$ cat config.mk
export PLATFORM = sky130hd
export DESIGN_NAME = keypad_dir_buffer
export DESIGN_NICKNAME = d
export VERILOG_FILES = /design/src/rtl/keypad_dir_buffer.sv
export SDC_FILE = /design/constraint.sdc
export NUM_CORES = 1
export LEC_CHECK = 0
export ABC_CLOCK_PERIOD_IN_PS = 5100
export BUFFER_PORTS_ARGS = -buffer_cell sky130_fd_sc_hd__buf_2
export CORE_MARGIN = 1
export CORE_UTILIZATION = 45
export CTS_BUF_LIST = sky130_fd_sc_hd__clkbuf_16
export DETAILED_ROUTE_END_ITERATION = 8
export GPL_ROUTABILITY_DRIVEN = 0
export GPL_TIMING_DRIVEN = 0
export PLACE_DENSITY = 0.66
export SLEW_MARGIN = 40
export SYNTH_ARGS = -nofsm -noshare
export SYNTH_HDL_FRONTEND = slang
export SYNTH_SLANG_ARGS = --single-unit
$ cat constraint.sdc
create_clock -name clk -period 5.1 [get_ports clk]
set_input_delay 0.51 -clock clk [delete_from_list [all_inputs] [get_ports clk]]
set_output_delay 0.51 -clock clk [all_outputs]
set_load 0.01 [all_outputs]
$ cat src/rtl/keypad_dir_buffer.sv
// keypad_dir_buffer: debounces keypad direction presses frame by frame, holds
// one perpendicular turn as pending until the player is free to take it, and
// drives the one-hot direction vector and facing code for the movement block.
module keypad_dir_buffer #(
  parameter int DEBOUNCE_FRAMES        = 2,
  parameter int PENDING_TIMEOUT_FRAMES = 15
) (
  input  logic       clk,
  input  logic       resetN,
  input  logic       startOfFrame,
  input  logic [3:0] keyCode,
  input  logic       keyIsPressed,
  input  logic       collision,
  input  logic       reset,
  input  logic       stop,
  output logic [9:0] dirKeys,
  output logic [1:0] dirCode,
  output logic       pendingValid
);

  typedef enum logic [2:0] {DIR_NONE, DIR_UP, DIR_DOWN, DIR_LEFT, DIR_RIGHT} dir_t;
  typedef enum logic [1:0] {WAIT_ST, COUNT_ST, HELD_ST} db_st_t;

  localparam logic [3:0] DEB_LIM = 4'(DEBOUNCE_FRAMES);
  localparam logic [5:0] TMO_LIM = 6'(PENDING_TIMEOUT_FRAMES);
  localparam logic [3:0] KEY_HALT = 4'd5;

  function automatic logic is_valid_key(input logic [3:0] k);
    is_valid_key = (k == 4'd2) || (k == 4'd4) || (k == 4'd5) ||
                   (k == 4'd6) || (k == 4'd8);
  endfunction

  function automatic dir_t key_to_dir(input logic [3:0] k);
    case (k)
      4'd8:    key_to_dir = DIR_UP;
      4'd2:    key_to_dir = DIR_DOWN;
      4'd4:    key_to_dir = DIR_LEFT;
      4'd6:    key_to_dir = DIR_RIGHT;
      default: key_to_dir = DIR_NONE;
    endcase
  endfunction

  function automatic dir_t reverse_of(input dir_t d);
    case (d)
      DIR_UP:    reverse_of = DIR_DOWN;
      DIR_DOWN:  reverse_of = DIR_UP;
      DIR_LEFT:  reverse_of = DIR_RIGHT;
      DIR_RIGHT: reverse_of = DIR_LEFT;
      default:   reverse_of = DIR_NONE;
    endcase
  endfunction

  // Bit index matches the keypad digit of the direction.
  function automatic logic [9:0] dir_to_keys(input dir_t d);
    case (d)
      DIR_UP:    dir_to_keys = 10'h100;
      DIR_DOWN:  dir_to_keys = 10'h004;
      DIR_LEFT:  dir_to_keys = 10'h010;
      DIR_RIGHT: dir_to_keys = 10'h040;
      default:   dir_to_keys = 10'h000;
    endcase
  endfunction

  function automatic logic [1:0] dir_to_code(input dir_t d);
    case (d)
      DIR_UP:    dir_to_code = 2'b11;
      DIR_DOWN:  dir_to_code = 2'b00;
      DIR_LEFT:  dir_to_code = 2'b10;
      default:   dir_to_code = 2'b01;
    endcase
  endfunction

  db_st_t     st, st_n;
  logic [3:0] cnt, cnt_n;
  logic [3:0] code, code_n;
  dir_t       cur, cur_n;
  dir_t       pend, pend_n;
  logic [5:0] tmo, tmo_n;
  logic       col_seen, col_seen_n;
  logic       req;
  dir_t       req_dir;
  logic       sof_act;
  logic [9:0] keys_r;
  logic [1:0] code_r;
  logic       pvld_r;

  // A frozen block ignores frame pulses entirely.
  assign sof_act = startOfFrame & ~stop;

  // Debounce FSM: next state, press counter and one-shot request.
  always_comb begin
    st_n   = st;
    cnt_n  = cnt;
    code_n = code;
    req    = 1'b0;
    if (sof_act) begin
      case (st)
        WAIT_ST: begin
          if (keyIsPressed && is_valid_key(keyCode)) begin
            code_n = keyCode;
            cnt_n  = 4'd1;
            if (cnt_n >= DEB_LIM) begin
              req  = 1'b1;
              st_n = HELD_ST;
            end else begin
              st_n = COUNT_ST;
            end
          end
        end
        COUNT_ST: begin
          if (keyIsPressed && keyCode == code) begin
            cnt_n = cnt + 4'd1;
            if (cnt_n >= DEB_LIM) begin
              req  = 1'b1;
              st_n = HELD_ST;
            end
          end else if (keyIsPressed && is_valid_key(keyCode)) begin
            // A different valid key restarts counting in this same frame.
            code_n = keyCode;
            cnt_n  = 4'd1;
            if (cnt_n >= DEB_LIM) begin
              req  = 1'b1;
              st_n = HELD_ST;
            end else begin
              st_n = COUNT_ST;
            end
          end else begin
            cnt_n = 4'd0;
            st_n  = WAIT_ST;
          end
        end
        HELD_ST: begin
          if (!keyIsPressed || keyCode != code) begin
            cnt_n = 4'd0;
            st_n  = WAIT_ST;
          end
        end
        default: begin
          cnt_n = 4'd0;
          st_n  = WAIT_ST;
        end
      endcase
    end
  end

  assign req_dir = key_to_dir(code_n);

  // Direction commit: new requests first, otherwise retry the pending turn.
  always_comb begin
    cur_n      = cur;
    pend_n     = pend;
    tmo_n      = tmo;
    col_seen_n = col_seen;
    if (sof_act) begin
      // Collision in the frame-pulse cycle counts toward the new frame.
      col_seen_n = collision;
      if (req) begin
        if (code_n == KEY_HALT) begin
          cur_n  = DIR_NONE;
          pend_n = DIR_NONE;
        end else if (req_dir == cur) begin
          pend_n = DIR_NONE;
        end else if (cur == DIR_NONE || req_dir == reverse_of(cur)) begin
          cur_n  = req_dir;
          pend_n = DIR_NONE;
        end else begin
          pend_n = req_dir;
          tmo_n  = 6'd0;
        end
      end else if (pend != DIR_NONE) begin
        if (!col_seen) begin
          cur_n  = pend;
          pend_n = DIR_NONE;
          tmo_n  = 6'd0;
        end else begin
          tmo_n = tmo + 6'd1;
          if (tmo_n >= TMO_LIM) begin
            pend_n = DIR_NONE;
            tmo_n  = 6'd0;
          end
        end
      end
    end else if (!stop && collision) begin
      col_seen_n = 1'b1;
    end
  end

  // State and registered outputs; sync restart mirrors the async reset.
  always_ff @(posedge clk or negedge resetN) begin
    if (!resetN) begin
      st       <= WAIT_ST;
      cnt      <= 4'd0;
      code     <= 4'd0;
      cur      <= DIR_NONE;
      pend     <= DIR_NONE;
      tmo      <= 6'd0;
      col_seen <= 1'b0;
      keys_r   <= 10'h000;
      code_r   <= 2'b01;
      pvld_r   <= 1'b0;
    end else if (reset) begin
      st       <= WAIT_ST;
      cnt      <= 4'd0;
      code     <= 4'd0;
      cur      <= DIR_NONE;
      pend     <= DIR_NONE;
      tmo      <= 6'd0;
      col_seen <= 1'b0;
      keys_r   <= 10'h000;
      code_r   <= 2'b01;
      pvld_r   <= 1'b0;
    end else begin
      st       <= st_n;
      cnt      <= cnt_n;
      code     <= code_n;
      cur      <= cur_n;
      pend     <= pend_n;
      tmo      <= tmo_n;
      col_seen <= col_seen_n;
      keys_r   <= dir_to_keys(cur_n);
      if (cur_n != DIR_NONE) begin
        code_r <= dir_to_code(cur_n);
      end
      pvld_r   <= (pend_n != DIR_NONE);
    end
  end

  assign dirKeys      = stop ? 10'h000 : keys_r;
  assign dirCode      = code_r;
  assign pendingValid = pvld_r;

endmodule
==> flow_summary.toml, run 1 <==
[yosys]
yosysTopAreaCellShare = 0.306
synth-seq-area-share = 0.317
synth.distinct_cells = 71
ys.flop_type = "dfrtp_1"
synthTopCellsByArea = "dfrtp_1, a21oi_1, nor2_1, o21ai_0, nand2_1"
async_reset_ff_frac = 1.00
yosys.area.top_type = "dfrtp_1"
avgSynthCellArea_um2 = 8.77
synth-edff-count = 0
yosysWarningCount = 0
syn_inst = 270
ys_ff_latch = 30
syn-cell-area_um2 = 2370

[setup_path]
critPathMaxFanout = 9
end_kind = "register"
start_kind = "register"
critPathKind = "register to register"
critPathRequiredTime_ps = 5310
arrival_ps = 3420

[status]
status = "completed"

[sta]
clock_skew_ps = 5.59
worst_pin_slew_ps = 698
hold_viol = 0
drv_slew = 0
timing.fmax_mhz = 312
relSlewSlack = 0.529
rsz0062_at_grt = "false"
fin_tns_setup_ps = 0
worst_slack_ps = 1890
fin_crit_sh = 0.629
layout_min_cycle_time_ps = 3210
report.final.setup_viol = 0

[place]
dpl_worst_slack_ps = 1670
dp_hpwl_um = 3870
port_buffers = 15

[die]
die_y_um = 74.6
start_util = 0.467
rows = 26
core_area_um2 = 5070
die_width_um = 74.6
ios = 24
die-area_um2 = 5560

[global_routing]
grt_max_degree = 31
grt_pass1_vias = 1926
antenna_found_initial = 0
grt-ovfl-total = 0
grt_pass1_wl_um = 9100
gr-usage-all-layers = 0.217

[route]
maxUsedRoutingLayer = "met4"
wl_met2_um = 2450
drc_errors = 0
wl_met1_um = 2640
route.vias.total = 2064
postRouteAntennaNets = 0
firstDrtPassIters = 4
drt_iter0_markers = 109
dr_wl_met3_um = 220
avgRoutedWirePerCell_um = 14.7
vias_per_cell = 5.61
drt-total-wl_um = 5390

[final_layout]
syn_to_final_growth_pct = 13.9
diodes = 0
final_common_cell = "dfrtp_1"
final_nets = 312
mostFrequentLayoutCells = "dfrtp_1, nor2_1, a21oi_1, nand2_1"
final_layout_size_suffix_gt1_frac = 0.191

[cts]
clk_latency_ps = 280
htree_levels = 2
cts_setup_buffers = 0
cts_buffers = 5
cts_root_buf = "clkbuf_16"
ctsHoldBuffers = 0
cts_tree = "built"
post_cts_resized = 0
cts.sinks = 30
clk_pin_slew_worst_paths_ps = 50
clockBufferDepth = 2

[run]
maxCapViolations = 0

[hold_path]
hp-class = "primary input to async pin"

[pwr]
p_per_area_nw_per_um2 = 235
ir_drop_v = 0.000204
p_sw_w = 0.000173
power_frac_clock = 0.447
p_int_w = 0.000461
seq_power_share = 0.399
comb_power_share = 0.154
p_leak_nw = 1.13
power_switching_share = 0.273
registers in the layout (all words and copies together) (netlist names):
register      count
code              4
cnt               4
tmo               6
st                2
cur               3
col_seen          1
pendingValid      1
dirCode           2
keys_r            4
pend              3
kinds of logic after synthesis:
family | Yosys count | synth area share
AOI/OAI and AO/OA | 86 | 0.279
and+or+nand+nor | 111 | 0.259
other | 1 | 0.00158
buffers and inverters | 25 | 0.0560
DFF | 30 | 0.317
xor gates and xnor gates | 9 | 0.0444
muxes | 4 | 0.0206
adders and majority gates | 4 | 0.0211
per-layer routing:
metal  global-route usage  vias to the layer above
met5                    0                        -
met4               0.0629                        0
met3               0.0596                        7
met2                0.336                       45
met1                0.298                      969
li1                     -                     1043
synth_stat cells, drive strengths merged, types with 3 or more instances:
library cell  number
dfrtp             29
and2               3
o211ai             3
nand4              3
inv                9
ha                 4
nand3              7
a31oi              6
nor4               3
nand2b             7
buf               10
a21o               4
nor2              27
nand2             17
o21ai             19
a211o              3
o41ai              4
o31ai              3
or4                3
xnor2              7
and3               6
a21oi             24
mux2i              3
a311oi             3
nor3              10
clkbuf             6
nor2b             10
power by group through the flow:
stage	Clock, W	Combinational [W]	Sequential [W]
floorplan	0	0.0000705	0.000256
global placement	0	0.0000962	0.000256
detailed placement	0	0.0000970	0.000257
CTS	0.000286	0.0000976	0.000253
global route	0.000298	0.000110	0.000254
finish	0.000283	0.0000977	0.000253
final cells by class:
type	count	area, µm²
Buffer	16	98.8
Clock buffer	5	125
Clock inverter	3	16.3
Fill cell	480	2380
Inverter	9	33.8
Multi-Input combinational cell	220	1510
Sequential cell	30	752
Tap cell	70	87.6
Timing Repair Buffer	15	75.1
through the flow:
stage	area [µm²]	hold WS (ps)	total power [W]	util	std cells
after floorplan	2390	214	0.000326	-	275
after detailed placement	2550	516	0.000354	0.502	360
after global placement	2550	506	0.000352	0.502	360
after global routing	2700	335	0.000661	0.532	368
after CTS	2690	298	0.000636	0.530	368
final	2700	265	0.000634	0.532	368
critical path: stages, from the launching register on:
cell and delay [ps]:
dfrtp_1 470, xnor2_2 220, o211ai_4 150, o31a_4 400, a211oi_4 470, a311oi_1 150
or3b_1 390, a311oi_1 350, o21ai_1 190, nand3b_1 170, a21boi_1 180
path summary, 6_finish.rpt:
kind	start	to	slack, ps	depth (start not counted)
max reg2reg	code[1]	dirCode[0]	1890	10
max	code[1]	dirCode[0]	1890	10
min in group clk	dirCode[1]	dirCode[1]	520	2
min reg2reg	dirCode[1]	dirCode[1]	520	2
max in group asynchronous	resetN	keys_r[2]	4400	1
min	resetN	cnt[2]	270	1
No activity file was read; power rests on OpenSTA's default activity.
==> inputs of run 2 (changes only) <==
--- a/config.mk
+++ b/config.mk
@@ -5,7 +5,7 @@
 export SDC_FILE = /design/constraint.sdc
 export NUM_CORES = 1
 export LEC_CHECK = 0
-export ABC_CLOCK_PERIOD_IN_PS = 5100
+export ABC_CLOCK_PERIOD_IN_PS = 3190
 export BUFFER_PORTS_ARGS = -buffer_cell sky130_fd_sc_hd__buf_2
 export CORE_MARGIN = 1
 export CORE_UTILIZATION = 45
==> constraint.sdc (replaced) <==
create_clock -name clk -period 3.19 [get_ports clk]
set_input_delay 0.319 -clock clk [delete_from_list [all_inputs] [get_ports clk]]
set_output_delay 0.319 -clock clk [all_outputs]
set_load 0.01 [all_outputs]
==> flow_summary.toml, run 2 (synthesized netlist as in run 1, its figures left out) <==
[status]
status = "completed"

[place]
dpl_worst_slack_ps = -44.9
dp_hpwl_um = 3870
dpl_cell_area_um2 = 2550
port_buffers = 15

[final_layout]
stdcell_area_um2 = 2940
final_layout_size_suffix_gt1_frac = 0.275
n_fill_cell = 454
final_common_cell = "dfrtp_1"
mostFrequentLayoutCells = "dfrtp_1, nor2_1, a21oi_1"
largest_reg_flops = 6
syn_to_final_growth_pct = 24.1
final_nets = 323
largest-register = "tmo"
diodes = 0

[setup_path]
r2r_slack_ps = 100
crit_chain = "xnor2_2, o211ai_1, o31a_4, a211oi_4, buf_4, nand4_1, a21boi_1, o31ai_2, a32oi_1, nor2_1, or3_1"
critPathKind = "register to register"
max_stage_delay_ps = 470
crit_path_top_delay_cell = "o31a_4"
end_kind = "register"
arrival_ps = 3240
rr_endpoint = "pendingValid"
critPathMaxFanout = 7
r2r_cells = 11
reg2reg_from = "code[2]"
start_kind = "register"
critPathRequiredTime_ps = 3340

[pwr]
power_switching_share = 0.275
p_int_w = 0.000749
comb_power_share = 0.173
ir_drop_v = 0.000324
p_leak_nw = 1.22
p_sw_w = 0.000285
power_frac_clock = 0.435
seq_power_share = 0.391
finalPower_w = 0.00103
p_per_area_nw_per_um2 = 352

[die]
die_y_um = 74.6
die-area_um2 = 5560
ios = 24
core_area_um2 = 5070
die_width_um = 74.6
start_util = 0.467
rows = 26

[sta]
clock_skew_ps = 5.07
fin_crit_sh = 0.969
hold_viol = 0
worst_slack_ps = 100
layout_min_cycle_time_ps = 3090
report.final.setup_viol = 0
timing.fmax_mhz = 324
worst_pin_slew_ps = 746
drv_slew = 0
relSlewSlack = 0.496

[route]
drc_errors = 0
postRouteAntennaNets = 0
drt-total-wl_um = 5670
firstDrtPassIters = 4
avgRoutedWirePerCell_um = 14.9
route.vias.total = 2170
vias_per_cell = 5.73
drt_iter0_markers = 154

[cts]
cts_root_buf = "clkbuf_16"
cts_tree = "built"
htree_levels = 2
clk_latency_ps = 280
cts.sinks = 30
clockBufferDepth = 2
clk_pin_slew_worst_paths_ps = 50
cts_buffers = 5

[global_routing]
grt_pass1_vias = 1927
grt_max_degree = 31
grt-ovfl-total = 0
gr-usage-all-layers = 0.217
antenna_found_initial = 0
grt_pass1_wl_um = 9110

[run]
maxCapViolations = 0

[hold_path]
hp-class = "primary input to async pin"
## run 2: cell types whose count changed in the layout (fill, tap and decap cells not counted), sizes merged
cell  before  now
buf       25   36
## run 2: power by group through the flow
stage               clock network (W)  logic [W]  registers, W
finish                       0.000450   0.000179      0.000405
global route                 0.000477   0.000198      0.000406
CTS                          0.000457   0.000157      0.000404
detailed placement                  0   0.000155      0.000410
global placement                    0   0.000154      0.000410
floorplan                           0   0.000113      0.000409
## run 2: cell type report
class	instances	area, µm²	area share
plain buffers	16	98.8	0.0336
well taps	70	87.6	0.0298
flip-flops and latches	30	753	0.256
repair buffers	26	170	0.0579
clock buffers	5	125	0.0426
clock inverters	3	16.3	0.00553
multi-input cells	220	1660	0.563
inverters	9	33.8	0.0115
## run 2: how the worst max path moves through the flow
| stage | startpoint | end | slack, ps | depth (start not counted) |
|---|---|---|---|---|
| 2_1_floorplan | keyCode[1] | pendingValid | 430 | 11 |
| 3_3_place_gp | keyCode[3] | dirCode[0] | -10 | 12 |
| 3_5_place_dp | keyCode[3] | keys_r[6] | -40 | 12 |
| 4_1_cts | code[1] | keys_r[6] | 60 | 10 |
| 5_1_grt | code[2] | pendingValid | -50 | 11 |
| 6_report | code[2] | pendingValid | 100 | 11 |
## run 2: layer usage
layer  track usage  wire, µm
met4        0.0629       102
met2         0.335      2630
met1         0.298      2670
met5             0         0
met3        0.0596       264
## run 2: critical path: cells and delay by family (launching register included)
family / cells / cell delay (ps)
DFF: 1 / 430
and+or+nand+nor: 3 / 550
buffers and inverters: 1 / 210
AOI/OAI and AO/OA: 6 / 1630
xor gates and xnor gates: 1 / 130
## run 2: what timing repair did
item,4_1_cts,5_1_grt
setup buffers,2,9
endpoints found under the setup margin,1,15
hold buffers,0,0
resized for setup,0,28
endpoints found under the hold margin,0,0
pin swaps,1,15
## run 2: through the flow
step / TNS, ps / instances / utilization / hold WS (ps)
after floorplan: 0 / 275 / - / 23.4
after global placement: -15.8 / 360 / 0.502 / 405
after detailed placement: -87.4 / 360 / 0.502 / 404
after CTS: 0 / 370 / 0.533 / 107
after global routing: -79.4 / 379 / 0.579 / 144
final: 0 / 379 / 0.579 / 74.6
